File: src/rtl/gate_sweep_pkg.sv
// Shared types and helpers for the AND-gate sweep controller.
// Optional build macro: SWEEP_STOP_ON_FAIL_EN (stop at first mismatch).
package gate_sweep_pkg;

    typedef enum logic [1:0] {
        IDLE,
        SETTLE,
        CHECK,
        DONE
    } sweep_state_e;

    function automatic int vec_w(input int n);
        return n;
    endfunction

    function automatic int err_w(input int n);
        return n + 1;
    endfunction

    // Bits at or above n are outside the gate and must not affect the result.
    function automatic logic and_ref(input logic [7:0] vec, input int n);
        logic r;
        r = 1'b1;
        for (int i = 0; i < 8; i++) begin
            if (i < n) r = r & vec[i];
        end
        return r;
    endfunction

endpackage

File: src/rtl/gate_sweep_checker.sv
// CHECK-phase compare against the AND reference, mismatch counter
// and first-failing-vector capture.
module gate_sweep_checker
    import gate_sweep_pkg::*;
#(
    parameter int N_INPUTS = 2
) (
    input  logic                clk,
    input  logic                rst,
    input  logic                clear,
    input  logic                check_en,
    input  logic [N_INPUTS-1:0] vec,
    input  logic                gate_y,
    output logic                mismatch,
    output logic [N_INPUTS:0]   err_count,
    output logic                fail_valid,
    output logic [N_INPUTS-1:0] first_fail_vec
);

    localparam int EW = err_w(N_INPUTS);

    logic [EW-1:0]       err_count_q, err_count_d;
    logic                fail_valid_q, fail_valid_d;
    logic [N_INPUTS-1:0] first_fail_vec_q, first_fail_vec_d;

    // Case inequality so an X from the gate is scored as a failure.
    assign mismatch = (gate_y !== and_ref(8'(vec), N_INPUTS));

    always_comb begin
        err_count_d      = err_count_q;
        fail_valid_d     = fail_valid_q;
        first_fail_vec_d = first_fail_vec_q;
        if (clear) begin
            err_count_d      = '0;
            fail_valid_d     = 1'b0;
            first_fail_vec_d = '0;
        end else if (check_en && mismatch) begin
            err_count_d = err_count_q + EW'(1);
            if (!fail_valid_q) begin
                fail_valid_d     = 1'b1;
                first_fail_vec_d = vec;
            end
        end
    end

    always_ff @(posedge clk) begin
        if (rst) begin
            err_count_q      <= '0;
            fail_valid_q     <= 1'b0;
            first_fail_vec_q <= '0;
        end else begin
            err_count_q      <= err_count_d;
            fail_valid_q     <= fail_valid_d;
            first_fail_vec_q <= first_fail_vec_d;
        end
    end

    assign err_count      = err_count_q;
    assign fail_valid     = fail_valid_q;
    assign first_fail_vec = first_fail_vec_q;

endmodule

File: src/rtl/and_gate_sweep_ctrl.sv
// Sweeps an N-input AND gate through every input vector and scores it.
// Define SWEEP_STOP_ON_FAIL_EN to end the sweep at the first mismatch.
module and_gate_sweep_ctrl
    import gate_sweep_pkg::*;
#(
    parameter int N_INPUTS      = 2,
    parameter int SETTLE_CYCLES = 1
) (
    input  logic                clk,
    input  logic                rst,
    input  logic                start,
    input  logic                abort,
    input  logic                gate_y,
    output logic [N_INPUTS-1:0] drive_vec,
    output logic                busy,
    output logic                done,
    output logic                pass,
    output logic [N_INPUTS:0]   err_count,
    output logic                fail_valid,
    output logic [N_INPUTS-1:0] first_fail_vec
);

    localparam int VW = vec_w(N_INPUTS);
    localparam int CW = (SETTLE_CYCLES > 1) ? $clog2(SETTLE_CYCLES) : 1;
    localparam logic [CW-1:0] SETTLE_LAST = CW'(SETTLE_CYCLES - 1);

    sweep_state_e state_q, state_d;

    logic [VW-1:0] vec_q, vec_d;
    logic [CW-1:0] settle_cnt_q, settle_cnt_d;
    logic [VW-1:0] drive_vec_q, drive_vec_d;
    logic          busy_q, busy_d;
    logic          done_q, done_d;
    logic          pass_q, pass_d;

    logic          start_ok;
    logic          check_en;
    logic          mismatch;
    logic          stop_hit;
    logic          last_vec;
    logic          settle_done;

    assign start_ok    = start && !abort &&
                         (state_q == IDLE || state_q == DONE);
    assign check_en    = (state_q == CHECK) && !abort;
    assign last_vec    = (vec_q == '1);
    assign settle_done = (settle_cnt_q == SETTLE_LAST);

`ifdef SWEEP_STOP_ON_FAIL_EN
    assign stop_hit = mismatch;
`else
    assign stop_hit = 1'b0;
`endif

    gate_sweep_checker #(
        .N_INPUTS(N_INPUTS)
    ) u_checker (
        .clk           (clk),
        .rst           (rst),
        .clear         (start_ok),
        .check_en      (check_en),
        .vec           (vec_q),
        .gate_y        (gate_y),
        .mismatch      (mismatch),
        .err_count     (err_count),
        .fail_valid    (fail_valid),
        .first_fail_vec(first_fail_vec)
    );

    always_ff @(posedge clk) begin
        if (rst) state_q <= IDLE;
        else     state_q <= state_d;
    end

    always_comb begin
        state_d = state_q;
        unique case (state_q)
            IDLE, DONE: if (start) state_d = SETTLE;
            SETTLE:     if (settle_done) state_d = CHECK;
            CHECK:      state_d = (last_vec || stop_hit) ? DONE : SETTLE;
            default:    state_d = IDLE;
        endcase
        if (abort) state_d = IDLE;
    end

    // done/pass land one edge after DONE is entered, once err_count has
    // absorbed the final check.
    always_comb begin
        vec_d        = vec_q;
        settle_cnt_d = settle_cnt_q;
        if (start_ok) begin
            vec_d        = '0;
            settle_cnt_d = '0;
        end else if (!abort) begin
            if (state_q == SETTLE) settle_cnt_d = settle_cnt_q + 1'b1;
            if (state_q == CHECK && state_d == SETTLE) begin
                vec_d        = vec_q + 1'b1;
                settle_cnt_d = '0;
            end
        end
        drive_vec_d = (state_d == IDLE) ? '0 : vec_d;
        busy_d      = (state_d == SETTLE) || (state_d == CHECK);
        done_d      = (state_q == DONE) && (state_d == DONE);
        pass_d      = done_d && (err_count == '0);
    end

    always_ff @(posedge clk) begin
        if (rst) begin
            vec_q        <= '0;
            settle_cnt_q <= '0;
            drive_vec_q  <= '0;
            busy_q       <= 1'b0;
            done_q       <= 1'b0;
            pass_q       <= 1'b0;
        end else begin
            vec_q        <= vec_d;
            settle_cnt_q <= settle_cnt_d;
            drive_vec_q  <= drive_vec_d;
            busy_q       <= busy_d;
            done_q       <= done_d;
            pass_q       <= pass_d;
        end
    end

    assign drive_vec = drive_vec_q;
    assign busy      = busy_q;
    assign done      = done_q;
    assign pass      = pass_q;

endmodule

File: config.mk
export PLATFORM = sky130hd
export DESIGN_NAME = and_gate_sweep_ctrl
export DESIGN_NICKNAME = d
export VERILOG_FILES = /design/src/rtl/gate_sweep_pkg.sv /design/src/rtl/gate_sweep_checker.sv /design/src/rtl/and_gate_sweep_ctrl.sv
export SDC_FILE = /design/constraint.sdc
export NUM_CORES = 1
export LEC_CHECK = 0
export CORE_UTILIZATION = 53
export DETAILED_ROUTE_END_ITERATION = 16
export MAX_ROUTING_LAYER = met4
export PLACE_DENSITY = 0.81
export SLEW_MARGIN = 20
export SYNTH_ARGS = -nofsm -noshare
export SYNTH_HDL_FRONTEND = slang
export SYNTH_HIERARCHICAL = 1
export SYNTH_SLANG_ARGS = --single-unit
File: constraint.sdc
create_clock -name clk -period 5.4 [get_ports clk]
set_input_delay 1.08 -clock clk [delete_from_list [all_inputs] [get_ports clk]]
set_output_delay 1.08 -clock clk [all_outputs]
set_load 0.02 [all_outputs]
# [After elaboration in Yosys (flattened, before gate mapping)]
# Index checks and enable logic that the tools add are counted.
[totals] ff_bits=16 latchBits=0 mem_bits_rw=0 rom_bits=0 inputBits=5 out_inout_bits=11 elab_cells=53 n_memories=0
[classes] addsub=3 mul=0 n_div=0 order_cmp=0 n_eq_ne=8 shift=0 muxes=10 n_bitwise=3 n_reduce_logical=19
[op_table] operator="$mux W2" count=7
[op_table] operator="$eq A2 B2 Y1 const B" count=5
[op_table] operator="$logic_and A1 B1 Y1" count=7
[op_table] operator="$pmux W2 S3" count=1
[op_table] operator="$reduce_or A2 Y1" count=3
[op_table] operator="$eq A2 B1 Y1 const B" count=2
[op_table] operator="$logic_not A2 Y1" count=2
[op_table] operator="$reduce_and A2 Y1" count=2
[op_table] operator="$add A3 B1 Y3 const B" count=1
[op_table] operator="$logic_not A3 Y1" count=1
[op_table] operator="$add A2 B1 Y2 const B" count=1
[op_table] operator="$logic_or A1 B1 Y1" count=2
[op_table] operator="$mux W1" count=2
[op_table] operator="$not A1 Y1" count=2
[op_table] operator="$reduce_bool A2 Y1" count=1
[op_table] operator="$add A1 B1 Y1 const B" count=1
[op_table] operator="$and A1 B1 Y1" count=1
[op_table] operator="$logic_not A1 Y1" count=1
[op_table] operator="$nex A1 B1 Y1" count=1

# [Longest topological paths before layout]
# Gate-level depths: netlist of run 1.
[depth] word_depth=9 mapped_depth=9

# [Modules after synthesis]
# The synthesis of run 1 kept the hierarchy.
[by_module_without_submodules] module="and_gate_sweep_ctrl" n_inst=1 cells_per_inst=51 area_per_inst_um2=509.2
[by_module_without_submodules] module="gate_sweep_checker" n_inst=1 cells_per_inst=36 area_per_inst_um2=329.1

# [Least setup slack after synthesis of run 1]
# No wires, ideal clock.
[synth_path] path_kind="input to register" from="in abort" to="reg drive_vec_q[1], in the netlist drive_vec[1]" setup_ns=0.129 arrival_time_ns=2.193 required_ns=5.271 setup_slack_ns=3.078 stages=6 path_buffers=1 path_cell_list="buf_4 -> or3_1 -> ha_1 -> nand3b_4 -> mux2i_1 -> nor3_1"
[synth_between] elab_chain_len=6 elab_cells_between_ends=11 classes_between="eq/ne: 1; mux: 4; reduce/logical: 6"
[synth_lines] element="start, declared" line_no="and_gate_sweep_ctrl.sv:12" text="input logic abort,"
[synth_lines] element="$mux W2" line_no="and_gate_sweep_ctrl.sv:83" text="if (abort) state_d = IDLE;"
[synth_lines] element="$eq A2 B1 Y1" line_no="and_gate_sweep_ctrl.sv:96" text="if (state_q == CHECK && state_d == SETTLE) begin"
[synth_lines] element="$logic_and A1 B1 Y1" line_no="and_gate_sweep_ctrl.sv:96"
[synth_lines] element="$mux W2" line_no="and_gate_sweep_ctrl.sv:96"
[synth_lines] element="$mux W2" line_no="and_gate_sweep_ctrl.sv:94" text="end else if (!abort) begin"
[synth_lines] element="$mux W2" line_no="and_gate_sweep_ctrl.sv:91" text="if (start_ok) begin"
[synth_lines] element="end signal, assigned" line_no="and_gate_sweep_ctrl.sv:118" text="drive_vec_q <= drive_vec_d;"
[synth_lines] element="end, declared" line_no="and_gate_sweep_ctrl.sv:31" text="logic [VW-1:0] drive_vec_q, drive_vec_d;"
# Several ways; a longest one is shown, not always the timed one.
# A chain may end at the register's enable or synchronous reset.

# [Final worst setup path of run 1]
[layout_path] from="in abort" to="reg vec_q[1]"
[layout_between] elab_chain_len=6 elab_cells_between_ends=9 classes_between="eq/ne: 1; mux: 4; reduce/logical: 4"
[layout_lines] element="$mux W2" line_no="and_gate_sweep_ctrl.sv:83"
[layout_lines] element="$eq A2 B1 Y1" line_no="and_gate_sweep_ctrl.sv:96"
[layout_lines] element="$logic_and A1 B1 Y1" line_no="and_gate_sweep_ctrl.sv:96"
[layout_lines] element="$mux W2" line_no="and_gate_sweep_ctrl.sv:96"
[layout_lines] element="$mux W2" line_no="and_gate_sweep_ctrl.sv:94"
[layout_lines] element="$mux W2 *" line_no="and_gate_sweep_ctrl.sv:91"
[layout_lines] element="end signal, assigned" line_no="and_gate_sweep_ctrl.sv:116" text="vec_q <= vec_d;"
[layout_lines] element="end, declared" line_no="and_gate_sweep_ctrl.sv:29" text="logic [VW-1:0] vec_q, vec_d;"
# Mark *: on every way between the ends. The rest lies on a longest branch, timed or not.

==> out/qor.csv, run 1 <==
stage,metric,value,unit
synth,Netlist Area Pre-Place,832,um2
detailed_routing,vias per cell,5.78,
detailed_routing,Wirelength per Cell,13.9,um
worst_setup_path,crit path from,abort,
clock_tree,postcts setup bufs,0,
placed_design,GP Congestion,0.830,
clock_tree,maximum clock insertion buffer count,2,
worst_setup_path,RR Endpoint,vec_q[1]$_SDFF_PP0_,
clock_tree,clock-pin slew on the worst setup and hold paths,90,ps
floorplan,I/O pin total,16,
synth,"Avg Cell Area, Syn",9.67,um2
final_layout,Area Growth Syn to Fin,22.1,%
clock_tree,Resized Gates After CTS,0,
grt,initial antenna violation count,0,
sta,Final Critical Period,2580,ps
floorplan,row count,13,
final_layout,Filler cells,107,
clock_tree,CTS root buffer,clkbuf_4,
power,power consumption,0.217,mW
grt,All-Layer GR Usage,21.1,%
sta,Slew Limit Fails,0,
clock_tree,worst-skew pair later-pin latency,280,ps
sta,Worst slew margin,65.9,%
final_layout,"commonest non-fill, non-tap cell in the layout",dfxtp_1,
worst_setup_path,CP Class,input port to register,
sta,RSZ-0062 raised after global routing,false,
worst_setup_path,CP Launch Type,input port,
sta,# setup viols final,0,
worst_setup_path,CP Capture Type,register,
worst_setup_path,Setup crit end,vec_q[1]$_SDFF_PP0_,
floorplan,width of the die,41.6,um
worst_setup_path,CP Max Fanout,11,
grt,number of global-route vias before repair,631,
final_layout,# diodes,0,
grt,grt total ovfl,0,
detailed_routing,antenna-violating nets left,0,
worst_setup_path,reg2reg setup slack,3190,ps
detailed_routing,DR iter-0 viols,13,
outcome,run status,"complete, no violations",
sta,final hold vios,0,
detailed_routing,DRT Pass-1 Iters,4,
flow_run,# Max-Cap Violations,0,
final_layout,cell area after layout,1020,um2
floorplan,Die Y,41.6,um
clock_tree,H-tree Lvls,1,
final_layout,layout cells sized above 1,9.71,%
worst_setup_path,Critical Path RT,5570,ps
grt,first-pass GRT wire length,2720,um
placed_design,HPWL Detailed,1260,um
sta,maximum clock rate,388,MHz
grt,largest net degree at the start of global routing,12,
synth,Synthesized Nets,99,
floorplan,Initial Utilization,60.2,%
worst_setup_path,critical path arrival,2750,ps
placed_design,input/output buffers,15,
final_layout,most frequent cells in the layout,"dfxtp_1 (16), clkdlybuf4s50_1 (15), nor2_1 (9)",
floorplan,Core Region,1380,um2
final_layout,nets@finish,118,
clock_tree,TritonCTS clock tree,built,
floorplan,die area,1730,um2
worst_hold_path,worst min-delay path category,register to register,
power,PD cells,214,nW/um2
power,worst IR drop on VDD,0.000210,V
final_layout,Util after Layout,73.5,%
sta,Worst Tran Pin Value,510,ps
sta,fin crit share,47.8,%
synth,Synth Warn #,6,
worst_setup_path,R2R cell count,9,
clock_tree,CTS Buf Count,3,
clock_tree,cts hold-fix bufs,0,
clock_tree,CTS sink count,16,
power,Pleak,0.417,nW
detailed_routing,WL final,1640,um
placed_design,Area after DPL,993,um2
sta,skew final,2.36,ps
synth,Gate Count Post-Synth,86,
worst_setup_path,beginning of the worst register-to-register path,state_q[0]$_SDFF_PP0_,
detailed_routing,Residual DRC,0,
sta,setup TNS,0,ps
detailed_routing,Via Count,682,
==> sequential cells by signal, indices dropped and copies added, names as in the netlist <==
signal and flops:
u_checker/err_count 3, drive_vec 2, state_q 2, u_checker/first_fail_vec 2
vec_q 2, busy 1, done 1, pass 1
settle_cnt_q 1, u_checker/fail_valid 1
==> power breakdown <==
part / switching (mW) / leakage, nW / internal (mW)
registers: 0.00184 / 0.129 / 0.120
logic: 0.0177 / 0.274 / 0.0153
clock network: 0.0366 / 0.0138 / 0.0259
==> worst min path at each step <==
stage,startpoint,end,slack (ps),cells after the start
after global routing,u_checker/first_fail_vec[1]$_SDFFE_PP0P_,u_checker/first_fail_vec[1]$_SDFFE_PP0P_,490,2
after floorplan,vec_q[1]$_SDFF_PP0_,u_checker/first_fail_vec[1]$_SDFFE_PP0P_,510,2
after global placement,u_checker/first_fail_vec[1]$_SDFFE_PP0P_,u_checker/first_fail_vec[1]$_SDFFE_PP0P_,440,2
after CTS,u_checker/first_fail_vec[1]$_SDFFE_PP0P_,u_checker/first_fail_vec[1]$_SDFFE_PP0P_,470,2
final,u_checker/first_fail_vec[1]$_SDFFE_PP0P_,u_checker/first_fail_vec[1]$_SDFFE_PP0P_,470,2
after detailed placement,u_checker/first_fail_vec[1]$_SDFFE_PP0P_,u_checker/first_fail_vec[1]$_SDFFE_PP0P_,460,2
==> layer usage <==
layer / GRT usage [%] / routed length (um) / vias to the layer above
met5: - / 0 / -
met2: 31.9 / 735 / 17
met4: 4.52 / 29 / 0
met3: 7.83 / 73 / 6
li1: - / - / 340
met1: 27.1 / 803 / 319
==> stage by stage <==
stage | instances | hold WS (ps) | setup WS, ps
final | 118 | 469 | 2820
after global placement | 115 | 443 | 2580
after detailed placement | 115 | 460 | 2520
after CTS | 118 | 473 | 2830
after floorplan | 86 | 511 | 3080
after global routing | 118 | 492 | 2710
==> cell type report <==
type | count | area, um2 | share of cell area [%]
Timing Repair Buffer | 15 | 150 | 14.8
Sequential cell | 16 | 320 | 31.5
Multi-Input combinational cell | 65 | 489 | 48.2
Clock buffer | 3 | 22.5 | 2.22
Tap cell | 15 | 18.8 | 1.85
Inverter | 4 | 15.0 | 1.48
==> critical path, stage by stage <==
cell	delay [ps]
clkdlybuf4s50_1	580
or3_1	460
ha_1	240
nand3b_4	100
mux2i_1	230
nor2_1	60
(Power assumes the default switching activity.)
==> run 2: changes to the inputs <==
Settings changed: CORE_UTILIZATION 53 to 44, PLACE_DENSITY 0.81 to 0.72.
Clock period 5.4 ns to 2.3 ns, I/O delays scaled along.
==> run 2 against run 1 <==
  * Global-route usage shrank 5.4 points
  * Largest power group unchanged
  * Via count decreased by 3.8%
  * Largest cell class unchanged
  * Critical path depth increased by 3
==> out/qor.csv, run 2 (synthesis gave the netlist of run 1 again) <==
stage,metric,value,unit,change
sta,setup TNS,0,ps,unchanged
power,PD cells,517,nW/um2,+140%
detailed_routing,WL final,1450,um,-11%
detailed_routing,antenna-violating nets left,0,,unchanged
sta,Slew Limit Fails,0,,unchanged
sta,fin crit share,93.0,%,
worst_setup_path,Stages on worst setup path,9,,+3
worst_setup_path,"Critical Path, Cell by Cell",inv_1 -> ha_1 -> nor2_1 -> a2bb2oi_2 -> or3_1 -> ha_1 -> nand3b_4 -> mux2i_1 -> nor3_1,,
clock_tree,maximum clock insertion buffer count,2,,unchanged
sta,# setup viols final,0,,unchanged
floorplan,Core Region,1750,um2,+26%
power,Pleak,0.440,nW,+5.6%
power,switch share,24.5,%,-1.3 points
floorplan,I/O pin total,16,,unchanged
placed_design,HPWL Detailed,1100,um,-13%
grt,All-Layer GR Usage,15.7,%,-5.4 points
clock_tree,CTS Buf Count,3,,unchanged
sta,maximum clock rate,467,MHz,
clock_tree,clock-pin slew on the worst setup and hold paths,100,ps,about the same
final_layout,Area Growth Syn to Fin,28.1,%,
detailed_routing,vias per cell,4.97,,-14%
worst_setup_path,R2R cell count,9,,unchanged
detailed_routing,DRT Pass-1 Iters,3,,-1
detailed_routing,Via Count,656,,-3.8%
clock_tree,TritonCTS clock tree,built,,
final_layout,Util after Layout,61.1,%,-12 points
clock_tree,CTS root buffer,clkbuf_4,,
final_layout,layout cells sized above 1,14.0,%,+4.3 points
worst_setup_path,"Slowest-stage cell, CP",dfxtp_2,,
final_layout,most frequent cells in the layout,"dfxtp_1 (15), clkdlybuf4s50_1 (15), nor2_1 (9)",,
power,Comb pwr share,14.3,%,-0.9 points
placed_design,GP Congestion,0.827,,-0.42%
grt,largest net degree at the start of global routing,11,,-1
worst_hold_path,worst min-delay path category,register to register,,
worst_setup_path,RR Endpoint,drive_vec[1]$_SDFF_PP0_,,
clock_tree,H-tree Lvls,1,,unchanged
power,worst IR drop on VDD,0.000323,V,+54%
detailed_routing,Wirelength per Cell,11.0,um,-21%
clock_tree,postcts setup bufs,0,,unchanged
floorplan,die area,2070,um2,+19%
worst_setup_path,CP Capture Type,register,,
sta,Worst Tran Pin Value,364,ps,-146 ps
worst_setup_path,CP top delay family,simple AND/OR/NAND/NOR gates,,
grt,initial antenna violation count,0,,unchanged
worst_setup_path,cell mode on critical path,ha_1,,
worst_setup_path,critical path arrival,2310,ps,-440 ps
final_layout,max reg flops,3,,unchanged
worst_setup_path,Critical Path RT,2470,ps,-3100 ps
power,Reg power frac,52.0,%,-4.1 points
detailed_routing,DR iter-0 viols,3,,-10
worst_setup_path,CP Launch Type,register,,
grt,first-pass GRT wire length,2310,um,-15%
clock_tree,worst-skew pair later-pin latency,280,ps,about the same
sta,final hold vios,0,,unchanged
sta,RSZ-0062 raised after global routing,false,,
sta,Worst slew margin,75.7,%,+9.8 points
worst_hold_path,hold path startpoint,u_checker/first_fail_vec[0]$_SDFFE_PP0P_,,
worst_setup_path,CP Max Fanout,5,,-6
worst_setup_path,beginning of the worst register-to-register path,state_q[0]$_SDFF_PP0_,,
floorplan,Die Y,45.5,um,+9.3%
sta,Final Critical Period,2140,ps,
power,Clock power frac,33.8,%,+5.1 points
outcome,run status,"complete, no violations",,
worst_setup_path,CP Class,register to register,,
flow_run,# Max-Cap Violations,0,,unchanged
placed_design,input/output buffers,15,,unchanged
floorplan,row count,15,,+2
worst_setup_path,CP Buf/Inv Count,1,,unchanged
final_layout,nets@finish,121,,+2.5%
floorplan,Initial Utilization,47.7,%,-13 points
worst_hold_path,Hold Path Stages,2,,unchanged
detailed_routing,Residual DRC,0,,unchanged
power,NetSw,0.135,mW,+140%
sta,skew final,4.47,ps,+2.11 ps
worst_hold_path,worst hold endpoint,u_checker/first_fail_vec[0]$_SDFFE_PP0P_,,
grt,number of global-route vias before repair,518,,-18%
grt,grt total ovfl,0,,unchanged
power,cell internal pwr,0.416,mW,+160%
floorplan,width of the die,45.5,um,+9.3%
final_layout,# diodes,0,,unchanged
clock_tree,CTS sink count,16,,unchanged
worst_setup_path,worst stage delay on the critical path,380,ps,-200 ps
worst_setup_path,reg2reg setup slack,160,ps,-3030 ps
[run 2: changes by cell type in the layout (fill, tap and decap cells not counted), sizes merged]
cell,previous run,this run
buf,0,3
clkbuf,3,4
[run 2: power groups by stage]
stage	logic, mW	registers (mW)	clock network [mW]
2_1_floorplan	0.0514	0.295	0
3_3_place_gp	0.0778	0.292	0
3_5_place_dp	0.0782	0.292	0
4_1_cts	0.0786	0.286	0.193
5_1_grt	0.0873	0.287	0.202
6_report	0.0785	0.286	0.186
[run 2: worst register-to-register path, cell delays in order, from the launching register on]
cell       delay, ps
dfxtp_2          380
inv_1             50
ha_1             340
nor2_1            80
a2bb2oi_2        170
or3_1            380
ha_1             240
nand3b_4         100
mux2i_1          230
nor3_1            70
[run 2: final cells by class]
cell class                      count  area (um2)
Sequential cell                    16         322
Multi-Input combinational cell     65         489
Inverter                            4        15.0
Timing Repair Buffer               18         173
Fill cell                         152         679
Tap cell                           25        31.3
Clock buffer                        4        36.3
[run 2: how the worst max path moves through the flow]
stage / from / to / slack [ps]
finish: state_q[0]$_SDFF_PP0_ / drive_vec[1]$_SDFF_PP0_ / 160
CTS: state_q[0]$_SDFF_PP0_ / drive_vec[1]$_SDFF_PP0_ / 90
global placement: start / drive_vec[1]$_SDFF_PP0_ / 130
global route: state_q[0]$_SDFF_PP0_ / drive_vec[1]$_SDFF_PP0_ / 20
detailed placement: start / drive_vec[1]$_SDFF_PP0_ / 90
floorplan: state_q[0]$_SDFF_PP0_ / drive_vec[1]$_SDFF_PP0_ / 250
[run 2: routing by layer]
metal | routed length (um) | global-route usage [%]
met1 | 781 | 22.4
met2 | 619 | 21.4
met5 | 0 | -
met3 | 41 | 2.38
met4 | 10 | 7.27
[run 2: timing repair]
item,4_1_cts,5_1_grt
gates resized for setup,0,1
endpoints found under the setup margin,0,2
hold buffers,0,0
[run 2: per-stage QoR]
stage	area, um2	total power [mW]	std cells	hold slack (ps)	setup slack (ps)
6_report	1070	0.551	132	466	161
5_1_grt	1070	0.576	132	491	24.2
4_1_cts	1060	0.558	132	466	87.7
3_5_place_dp	1030	0.371	128	450	86.6
3_3_place_gp	1030	0.370	128	443	133
2_1_floorplan	832	0.346	86	511	250
==> run 3: changes to the inputs <==
Settings changed: CORE_MARGIN set to 2.
==> run 3 against run 2 <==
  * Core utilization unchanged
  * Critical path type unchanged
  * Count of clock-buffer cells in the layout stayed put
  * Register-to-register slack barely moved
  * First-iteration DRC count grew to 4.7 times the previous value
==> out/qor.csv, run 3 (synthesis gave the netlist of run 1 again) <==
stage,metric,value,unit,change
sta,Worst slew margin,76.6,%,+0.92 points
clock_tree,postcts setup bufs,0,,unchanged
detailed_routing,met2 WL,650,um,+5.0%
final_layout,# diodes,0,,unchanged
placed_design,HPWL Detailed,1140,um,+3.6%
placed_design,placed cells,128,,unchanged
floorplan,row count,15,,unchanged
sta,skew final,1.49,ps,-2.99 ps
worst_setup_path,CP Launch Type,register,,
floorplan,Core Region,1750,um2,unchanged
sta,maximum clock rate,465,MHz,-0.57%
power,PD cells,519,nW/um2,+0.51%
worst_hold_path,worst min-delay path category,register to register,,
clock_tree,H-tree Lvls,1,,unchanged
worst_setup_path,critical path arrival,2330,ps,+20 ps
final_layout,max reg flops,3,,unchanged
placed_design,GP Congestion,0.814,,-1.6%
outcome,run status,"complete, no violations",,
worst_setup_path,cell mode on critical path,ha_1,,
final_layout,FF/Latch Area,322,um2,unchanged
detailed_routing,Residual DRC,0,,unchanged
sta,Slew Limit Fails,0,,unchanged
clock_tree,CTS Buf Count,3,,unchanged
final_layout,Filler cells,167,,+9.9%
sta,final hold vios,0,,unchanged
final_layout,Post-Layout Cell Count,132,,unchanged
floorplan,I/O pin total,16,,unchanged
final_layout,nets@finish,121,,unchanged
detailed_routing,DRT met1 WL,748,um,-4.2%
clock_tree,CTS sink count,16,,unchanged
sta,# setup viols final,0,,unchanged
detailed_routing,met3 routed WL,54,um,+32%
detailed_routing,DRT Pass-1 Iters,4,,+1
final_layout,Area Growth Syn to Fin,28.1,%,unchanged
power,worst IR drop on VDD,0.000280,V,-13%
worst_setup_path,"Critical Path, Cell by Cell",inv_1 -> ha_1 -> nor2_1 -> a2bb2oi_2 -> or3_1 -> ha_1 -> nand3b_4 -> mux2i_1 -> nor3_1,,
worst_setup_path,worst stage delay on the critical path,380,ps,about the same
final_layout,layout cells sized above 1,14.0,%,unchanged
worst_setup_path,CP Max Fanout,5,,unchanged
detailed_routing,antenna-violating nets left,0,,unchanged
sta,RSZ-0062 raised after global routing,false,,
flow_run,# Max-Cap Violations,0,,unchanged
sta,Final Critical Period,2150,ps,+12.4 ps
detailed_routing,top sig layer,met4,,
worst_setup_path,CP Class,register to register,,
detailed_routing,WL final,1490,um,+2.4%
detailed_routing,DR iter-0 viols,14,,+11
clock_tree,CTS root buffer,clkbuf_4,,
floorplan,Die Y,47.5,um,+4.4%
worst_setup_path,"Slowest-stage cell, CP",dfxtp_2,,
grt,first-pass GRT wire length,2460,um,+6.3%
clock_tree,worst-skew pair later-pin latency,290,ps,about the same
clock_tree,maximum clock insertion buffer count,2,,unchanged
worst_setup_path,CP Capture Type,register,,
placed_design,input/output buffers,15,,unchanged
grt,All-Layer GR Usage,16.4,%,+0.73 points
detailed_routing,Via Count,676,,+3.0%
floorplan,width of the die,47.5,um,+4.4%
final_layout,most frequent cells in the layout,"dfxtp_1 (15), clkdlybuf4s50_1 (15), nor2_1 (9)",,
placed_design,Area after DPL,1030,um2,unchanged
detailed_routing,vias per cell,5.12,,+3.0%
power,Pleak,0.440,nW,unchanged
grt,number of global-route vias before repair,563,,+8.7%
grt,initial antenna violation count,0,,unchanged
final_layout,cell area after layout,1070,um2,unchanged
worst_setup_path,Critical Path RT,2470,ps,about the same
grt,grt total ovfl,0,,unchanged
grt,largest net degree at the start of global routing,11,,unchanged
detailed_routing,Wirelength per Cell,11.3,um,+2.4%
sta,Worst Tran Pin Value,350,ps,-13.8 ps
floorplan,Initial Utilization,47.7,%,unchanged
clock_tree,TritonCTS clock tree,built,,
sta,fin crit share,93.6,%,+0.54 points
sta,setup TNS,0,ps,unchanged
floorplan,die area,2250,um2,+9.0%
final_layout,Util after Layout,61.1,%,unchanged
final_layout,area of the multi-input gates,489,um2,unchanged
clock_tree,clock-pin slew on the worst setup and hold paths,100,ps,about the same
run 3: cell counts in the layout (fill, tap and decap cells not counted):
No cell type changed its count.
run 3: layout make-up:
cell class                      instances  area share [%]
Multi-Input combinational cell         65            45.9
Sequential cell                        16            30.2
Timing Repair Buffer                   18            16.2
Clock buffer                            4            3.40
Tap cell                               25            2.93
Inverter                                4            1.41
run 3: power breakdown:
group          total (mW)  internal, mW  switching (mW)
registers           0.286         0.282         0.00403
clock network       0.189        0.0964          0.0930
logic              0.0779        0.0374          0.0405
total               0.554         0.416           0.137
run 3: worst max-delay path: cells and delay by family, from the launching register on:
kind	cells	cell delay (ps)
and+or+nand+nor	4	620
AOI/OAI and AO/OA	1	170
adders and majority gates	2	590
buffers and inverters	1	50
muxes	1	230
DFF	1	380
run 3: worst paths after layout:
kind	start	endpoint	slack (ps)	cells after the start
max	state_q[0]$_SDFF_PP0_	drive_vec[1]$_SDFF_PP0_	150	9
min reg2reg	u_checker/first_fail_vec[0]$_SDFFE_PP0P_	u_checker/first_fail_vec[0]$_SDFFE_PP0P_	470	2
max reg2reg	state_q[0]$_SDFF_PP0_	drive_vec[1]$_SDFF_PP0_	150	9
min	u_checker/first_fail_vec[0]$_SDFFE_PP0P_	u_checker/first_fail_vec[0]$_SDFFE_PP0P_	470	2
run 3: through the flow:
stage | worst slack (ps) | power (mW) | hold WS [ps]
after floorplan | 250 | 0.346 | 511
after global placement | 130 | 0.370 | 443
after detailed placement | 96.5 | 0.371 | 450
after CTS | 91.3 | 0.563 | 466
after global routing | 9.86 | 0.588 | 490
final | 148 | 0.554 | 467
run 3: repair_timing:
item | in CTS | in global routing
resized for setup | 0 | 1
hold buffers | 0 | 0
endpoints found under the setup margin | 0 | 4
run 3: metal layers:
metal / up-vias / GRT usage [%]
met1: 307 / 21.3
met3: 5 / 4.53
met4: 0 / 10.0
met5: - / -
met2: 16 / 22.4
li1: 348 / -
